--- src/rtl/onehot_pkg.sv ---
// Shared types and constants for the one-hot streaming encoder and related priority logic.
package onehot_pkg;

    typedef enum logic [1:0] {
        EMPTY = 2'd0,
        BUSY  = 2'd1,
        FULL  = 2'd2
    } state_t;

    localparam int PRIO_LSB = 0;
    localparam int PRIO_MSB = 1;

endpackage : onehot_pkg

--- src/rtl/onehot_prio_enc.sv ---
// Combinational priority encoder: winning bit index plus hit/multi-hot flags.
// Also usable as the grant-index stage of an arbiter.
module onehot_prio_enc
    import onehot_pkg::*;
#(
    parameter int N    = 4,
    parameter int MODE = PRIO_LSB
) (
    input  logic [2**N-1:0] i_data,
    output logic [N-1:0]    o_idx,
    output logic            o_hit,
    output logic            o_multi
);

    localparam int W = 2**N;

    always_comb begin
        o_idx = '0;
        // The last assignment in loop order is the winner.
        if (MODE == PRIO_LSB) begin
            for (int i = W - 1; i >= 0; i--) begin
                if (i_data[i]) o_idx = N'(i);
            end
        end else begin
            for (int i = 0; i < W; i++) begin
                if (i_data[i]) o_idx = N'(i);
            end
        end
    end

    assign o_hit   = |i_data;
    // Clearing the lowest set bit leaves something only if two or more bits were set.
    assign o_multi = |(i_data & (i_data - W'(1)));

endmodule : onehot_prio_enc

--- src/rtl/onehot_enc_stream.sv ---
// Streaming one-hot to binary encoder with valid/ready on both sides, a 2-entry
// skid buffer (main + skid) and a saturating bad-word counter.
//
// state | meaning
// EMPTY | no entry held; out_valid=0, in_ready=1
// BUSY  | main holds the output entry; in_ready=1
// FULL  | main and skid both hold entries; in_ready=0
module onehot_enc_stream
    import onehot_pkg::*;
#(
    parameter int N         = 4,
    parameter int MODE      = PRIO_LSB,
    parameter int ERR_CNT_W = 8
) (
    input  logic                 i_clk,
    input  logic                 i_rst,
    input  logic                 i_in_valid,
    output logic                 o_in_ready,
    input  logic [2**N-1:0]      i_in_data,
    output logic                 o_out_valid,
    input  logic                 i_out_ready,
    output logic [N-1:0]         o_out_idx,
    output logic                 o_out_hit,
    output logic                 o_out_multi,
    output logic [ERR_CNT_W-1:0] o_err_cnt,
    input  logic                 i_clr_err
);

    typedef struct packed {
        logic [N-1:0] idx;
        logic         hit;
        logic         multi;
    } entry_t;

    state_t               r_state;
    state_t               w_state_nxt;
    entry_t               r_main;
    entry_t               r_skid;
    entry_t               w_enc;
    logic                 r_in_ready;
    logic                 r_out_valid;
    logic [ERR_CNT_W-1:0] r_err_cnt;
    logic [N-1:0]         w_enc_idx;
    logic                 w_enc_hit;
    logic                 w_enc_multi;
    logic                 w_in_xfer;
    logic                 w_bad;
    logic                 w_load_main;
    logic                 w_main_from_skid;
    logic                 w_load_skid;

    onehot_prio_enc #(
        .N    (N),
        .MODE (MODE)
    ) u_enc (
        .i_data  (i_in_data),
        .o_idx   (w_enc_idx),
        .o_hit   (w_enc_hit),
        .o_multi (w_enc_multi)
    );

    assign w_enc     = '{idx: w_enc_idx, hit: w_enc_hit, multi: w_enc_multi};
    assign w_in_xfer = i_in_valid && r_in_ready;
    assign w_bad     = w_in_xfer && (!w_enc.hit || w_enc.multi);

    always_comb begin
        w_state_nxt      = r_state;
        w_load_main      = 1'b0;
        w_main_from_skid = 1'b0;
        w_load_skid      = 1'b0;
        case (r_state)
            EMPTY: begin
                if (w_in_xfer) begin
                    w_state_nxt = BUSY;
                    w_load_main = 1'b1;
                end
            end
            BUSY: begin
                if (w_in_xfer && i_out_ready) begin
                    w_load_main = 1'b1;
                end else if (w_in_xfer) begin
                    w_state_nxt = FULL;
                    w_load_skid = 1'b1;
                end else if (i_out_ready) begin
                    w_state_nxt = EMPTY;
                end
            end
            FULL: begin
                if (i_out_ready) begin
                    w_state_nxt      = BUSY;
                    w_main_from_skid = 1'b1;
                end
            end
            default: w_state_nxt = EMPTY;
        endcase
    end

    // Handshake flags are registered copies of the next-state decode.
    always_ff @(posedge i_clk) begin
        if (i_rst) begin
            r_state     <= EMPTY;
            r_in_ready  <= 1'b1;
            r_out_valid <= 1'b0;
            r_main      <= '0;
            r_skid      <= '0;
            r_err_cnt   <= '0;
        end else begin
            r_state     <= w_state_nxt;
            r_in_ready  <= (w_state_nxt != FULL);
            r_out_valid <= (w_state_nxt != EMPTY);
            if (w_load_main) begin
                r_main <= w_enc;
            end else if (w_main_from_skid) begin
                r_main <= r_skid;
            end
            if (w_load_skid) begin
                r_skid <= w_enc;
            end
            if (i_clr_err) begin
                r_err_cnt <= w_bad ? ERR_CNT_W'(1) : '0;
            end else if (w_bad && (r_err_cnt != '1)) begin
                r_err_cnt <= r_err_cnt + ERR_CNT_W'(1);
            end
        end
    end

    assign o_in_ready  = r_in_ready;
    assign o_out_valid = r_out_valid;
    assign o_out_idx   = r_main.idx;
    assign o_out_hit   = r_main.hit;
    assign o_out_multi = r_main.multi;
    assign o_err_cnt   = r_err_cnt;

endmodule : onehot_enc_stream

--- config.mk ---
export PLATFORM = sky130hd
export DESIGN_NAME = onehot_enc_stream
export DESIGN_NICKNAME = d
export VERILOG_FILES = /design/src/rtl/onehot_pkg.sv /design/src/rtl/onehot_prio_enc.sv /design/src/rtl/onehot_enc_stream.sv
export SDC_FILE = /design/constraint.sdc
export NUM_CORES = 1
export LEC_CHECK = 0
export ABC_AREA = 1
export BUFFER_PORTS_ARGS = -buffer_cell sky130_fd_sc_hd__buf_2
export CORE_MARGIN = 2
export CORE_UTILIZATION = 53
export DETAILED_ROUTE_END_ITERATION = 10
export HOLD_SLACK_MARGIN = 0.06
export PLACE_DENSITY = 0.88
export SKIP_CTS_REPAIR_TIMING = 1
export SLEW_MARGIN = 20
export SYNTH_ARGS = -nofsm -noshare
export SYNTH_HDL_FRONTEND = slang
export SYNTH_SLANG_ARGS = --single-unit
--- constraint.sdc ---
create_clock -name i_clk -period 2.2 [get_ports i_clk]
set_clock_uncertainty 0.2 [all_clocks]
set_input_delay 0 -clock i_clk [delete_from_list [all_inputs] [get_ports i_clk]]
set_output_delay 0 -clock i_clk [all_outputs]
set_load 0.03 [all_outputs]
==> impl_results.md <==
- FP Rows: 19
- WL final: 3.48 mm
- Global-route wire length before repair: 5.70 mm
- Critical path required time: 2210 ps
- GP Congestion: 0.791
- Drt first pass iters: 4
- RSZ-0062 raised after global routing: false
- Worst IR drop on VDD: 329 uV
- I/O Pins: 37
- Total CTS buffers: 3
- CTS tree: yes
- Mapped cell area: 0.00160 sq mm
- Critical path class: in2reg
- Die height: 59.0 um
- Root Driver: clkbuf_4
- H-tree lvl count: 1
- Detailed placement HPWL: 2.63 mm
- Vias in the first global route: 1433
- Worst-margin pin slew: 426 ps
- Worst-path clk slew: 120 ps
- Initial Util: 0.572
- Synth Net Count: 278
- Fin crit share: 0.897
- Mean Syn Cell Area: 6.27 sq um
- Yosys reg bits: 24
- Antenna diode count: 0
- Slew HR: 0.715
- Clk buf depth: 2
- Core Region: 0.00281 sq mm
- Largest net degree at the start of global routing: 13
- Critical Path AT: 1980 ps
- Post-synthesis cell count: 256
- Worst setup SP type: input port
- # setup viols final: 0
- Clock Latency Late Sink: 300 ps
- Fin util: 0.711
- HP Class: in2reg
- Antenna violations before repair: 0
- Storage element area: 480 sq um
- Die Area: 0.00348 sq mm
- Die Wd: 59.0 um
- Crit path capture type: register
- Remaining global-route overflow: 0
- Min Tclk post-route: 1970 ps
- Detailed Route Iter0 Violations: 74
- WL per Instance: 10.2 um
- Max-Cap Viols: 0
- Synth unique cells: 31
- Layout net count: 333
- Avg Vias per Cell: 4.95
- Worst-path fanout max: 9
- Slew Limit Fails: 0
- Filler cell count: 237
- Sequential element share of the synthesized area: 0.300
- Remaining antenna violation count: 0
- Share of cells above drive strength 1: 0.217
- Layout area overhead: 24.4%
- Yosys warns: 0
- Final hold violations: 0
- Total vias in the final route: 1682
- Drt drc: 0
- Total Routing Usage GR: 0.205
- Setup TNS: 0 ps
- Fmax: 507 MHz
- Status: completed
- P per Cell Area: 435 mW/mm^2
- IO Port Bufs: 36
- Leakage: 1.01 nW
- Multi-input logic area: 955 sq um
- CTS Sinks: 24
==> synth_stat cells (all sizes together) <==
| master | n | area share |
|---|---|---|
| dfxtp | 24 | 0.30 |
| a21oi | 7 | 0.027 |
| nor4 | 1 | 0.0039 |
| inv | 42 | 0.098 |
| xnor2 | 1 | 0.0055 |
| o21ai | 13 | 0.043 |
| nor2 | 53 | 0.17 |
| and3 | 1 | 0.0039 |
| a311oi | 4 | 0.022 |
| nand2 | 82 | 0.21 |
| a31oi | 1 | 0.0039 |
| clkbuf | 2 | 0.0047 |
| nor3 | 6 | 0.026 |
| clkinv | 1 | 0.0023 |
| o221ai | 1 | 0.0055 |
| nand3 | 12 | 0.048 |
| ha | 1 | 0.0078 |
| nand4 | 4 | 0.025 |
==> registers in the layout, summed over array words and instances, names as in the netlist <==
signal and cells:
o_out_valid 1, o_in_ready 1, o_out_multi 1, r_state 2
o_err_cnt 8, o_out_idx 4, r_skid 6, o_out_hit 1
==> path summary, 6_finish.rpt <==
path / startpoint / to / slack [ps] / depth (start not counted)
max: i_in_data[0] / o_err_cnt[0] / 230 / 13
min: i_in_data[12] / r_skid[0] / 30 / 7
max reg2reg: o_err_cnt[0] / o_err_cnt[0] / 280 / 9
min reg2reg: r_skid[3] / o_out_idx[1] / 290 / 2
==> logic make-up after synthesis <==
group,synth area share
xor+xnor,0.00546
flops,0.300
fa+ha+maj,0.00780
buf+inv,0.105
compound gates,0.101
simple gates,0.481
==> where the power goes <==
part	switching, mW	total [mW]	leakage, nW	internal, mW
Sequential	0.00944	0.464	0.196	0.455
Combinational	0.138	0.220	0.800	0.0825
Clock	0.120	0.184	0.0138	0.0638
==> per-layer routing <==
metal | track usage | wire length, um | part of all wire | up-vias
met1 | 0.263 | 1640 | 0.47 | 734
met4 | 0.0390 | 13 | 0.0037 | 0
li1 | - | - | - | 912
met5 | 0 | 0 | 0 | -
met2 | 0.360 | 1680 | 0.48 | 34
met3 | 0.0393 | 149 | 0.043 | 2
==> area by class of cell <==
| type | count | area share |
|---|---|---|
| Clock buffer | 3 | 0.0113 |
| Inverter | 43 | 0.0809 |
| Multi-Input combinational cell | 187 | 0.478 |
| Sequential cell | 24 | 0.241 |
| Tap cell | 31 | 0.0194 |
| Timing Repair Buffer | 52 | 0.169 |
==> cells in the final DEF, fill, tap and decap left out, types with 2 or more instances in the layout <==
master         count
a21oi_2            2
inv_2              4
nand4_1            3
nand2_2            4
clkbuf_4           3
nand2_4            2
a21oi_1            5
o21ai_1            3
nor2_1            43
a311oi_1           4
nor3_1             5
buf_2             36
o21ai_0            9
inv_1             38
dfxtp_1           24
nor2_4             6
dlygate4sd3_1     15
nor2_2             3
nand2_1           76
nand3_1           10
==> worst max-delay path, cell delays in order <==
cell and delay [ps]:
dlygate4sd3_1 520, buf_2 150, nor2_4 150, nand2_4 100, nor2_8 160, nand2_1 60, nand2_1 90, nand2_2 70
nor2_4 140, nand4_4 170, nand3_4 160, and3_1 170, nor2_1 40
==> stage by stage <==
step	total power [mW]	area [sq um]	setup WS (ps)	hold slack (ps)	cells
6_report	0.868	2000	226	31.1	340
5_1_grt	0.917	2000	56.8	70.0	340
4_1_cts	0.850	1850	300	-229	325
3_5_place_dp	0.672	1820	325	113	322
3_3_place_gp	0.667	1820	424	102	322
2_1_floorplan	0.609	1600	223	-19.1	256
Note: power is estimated with default switching activity, not from simulation.
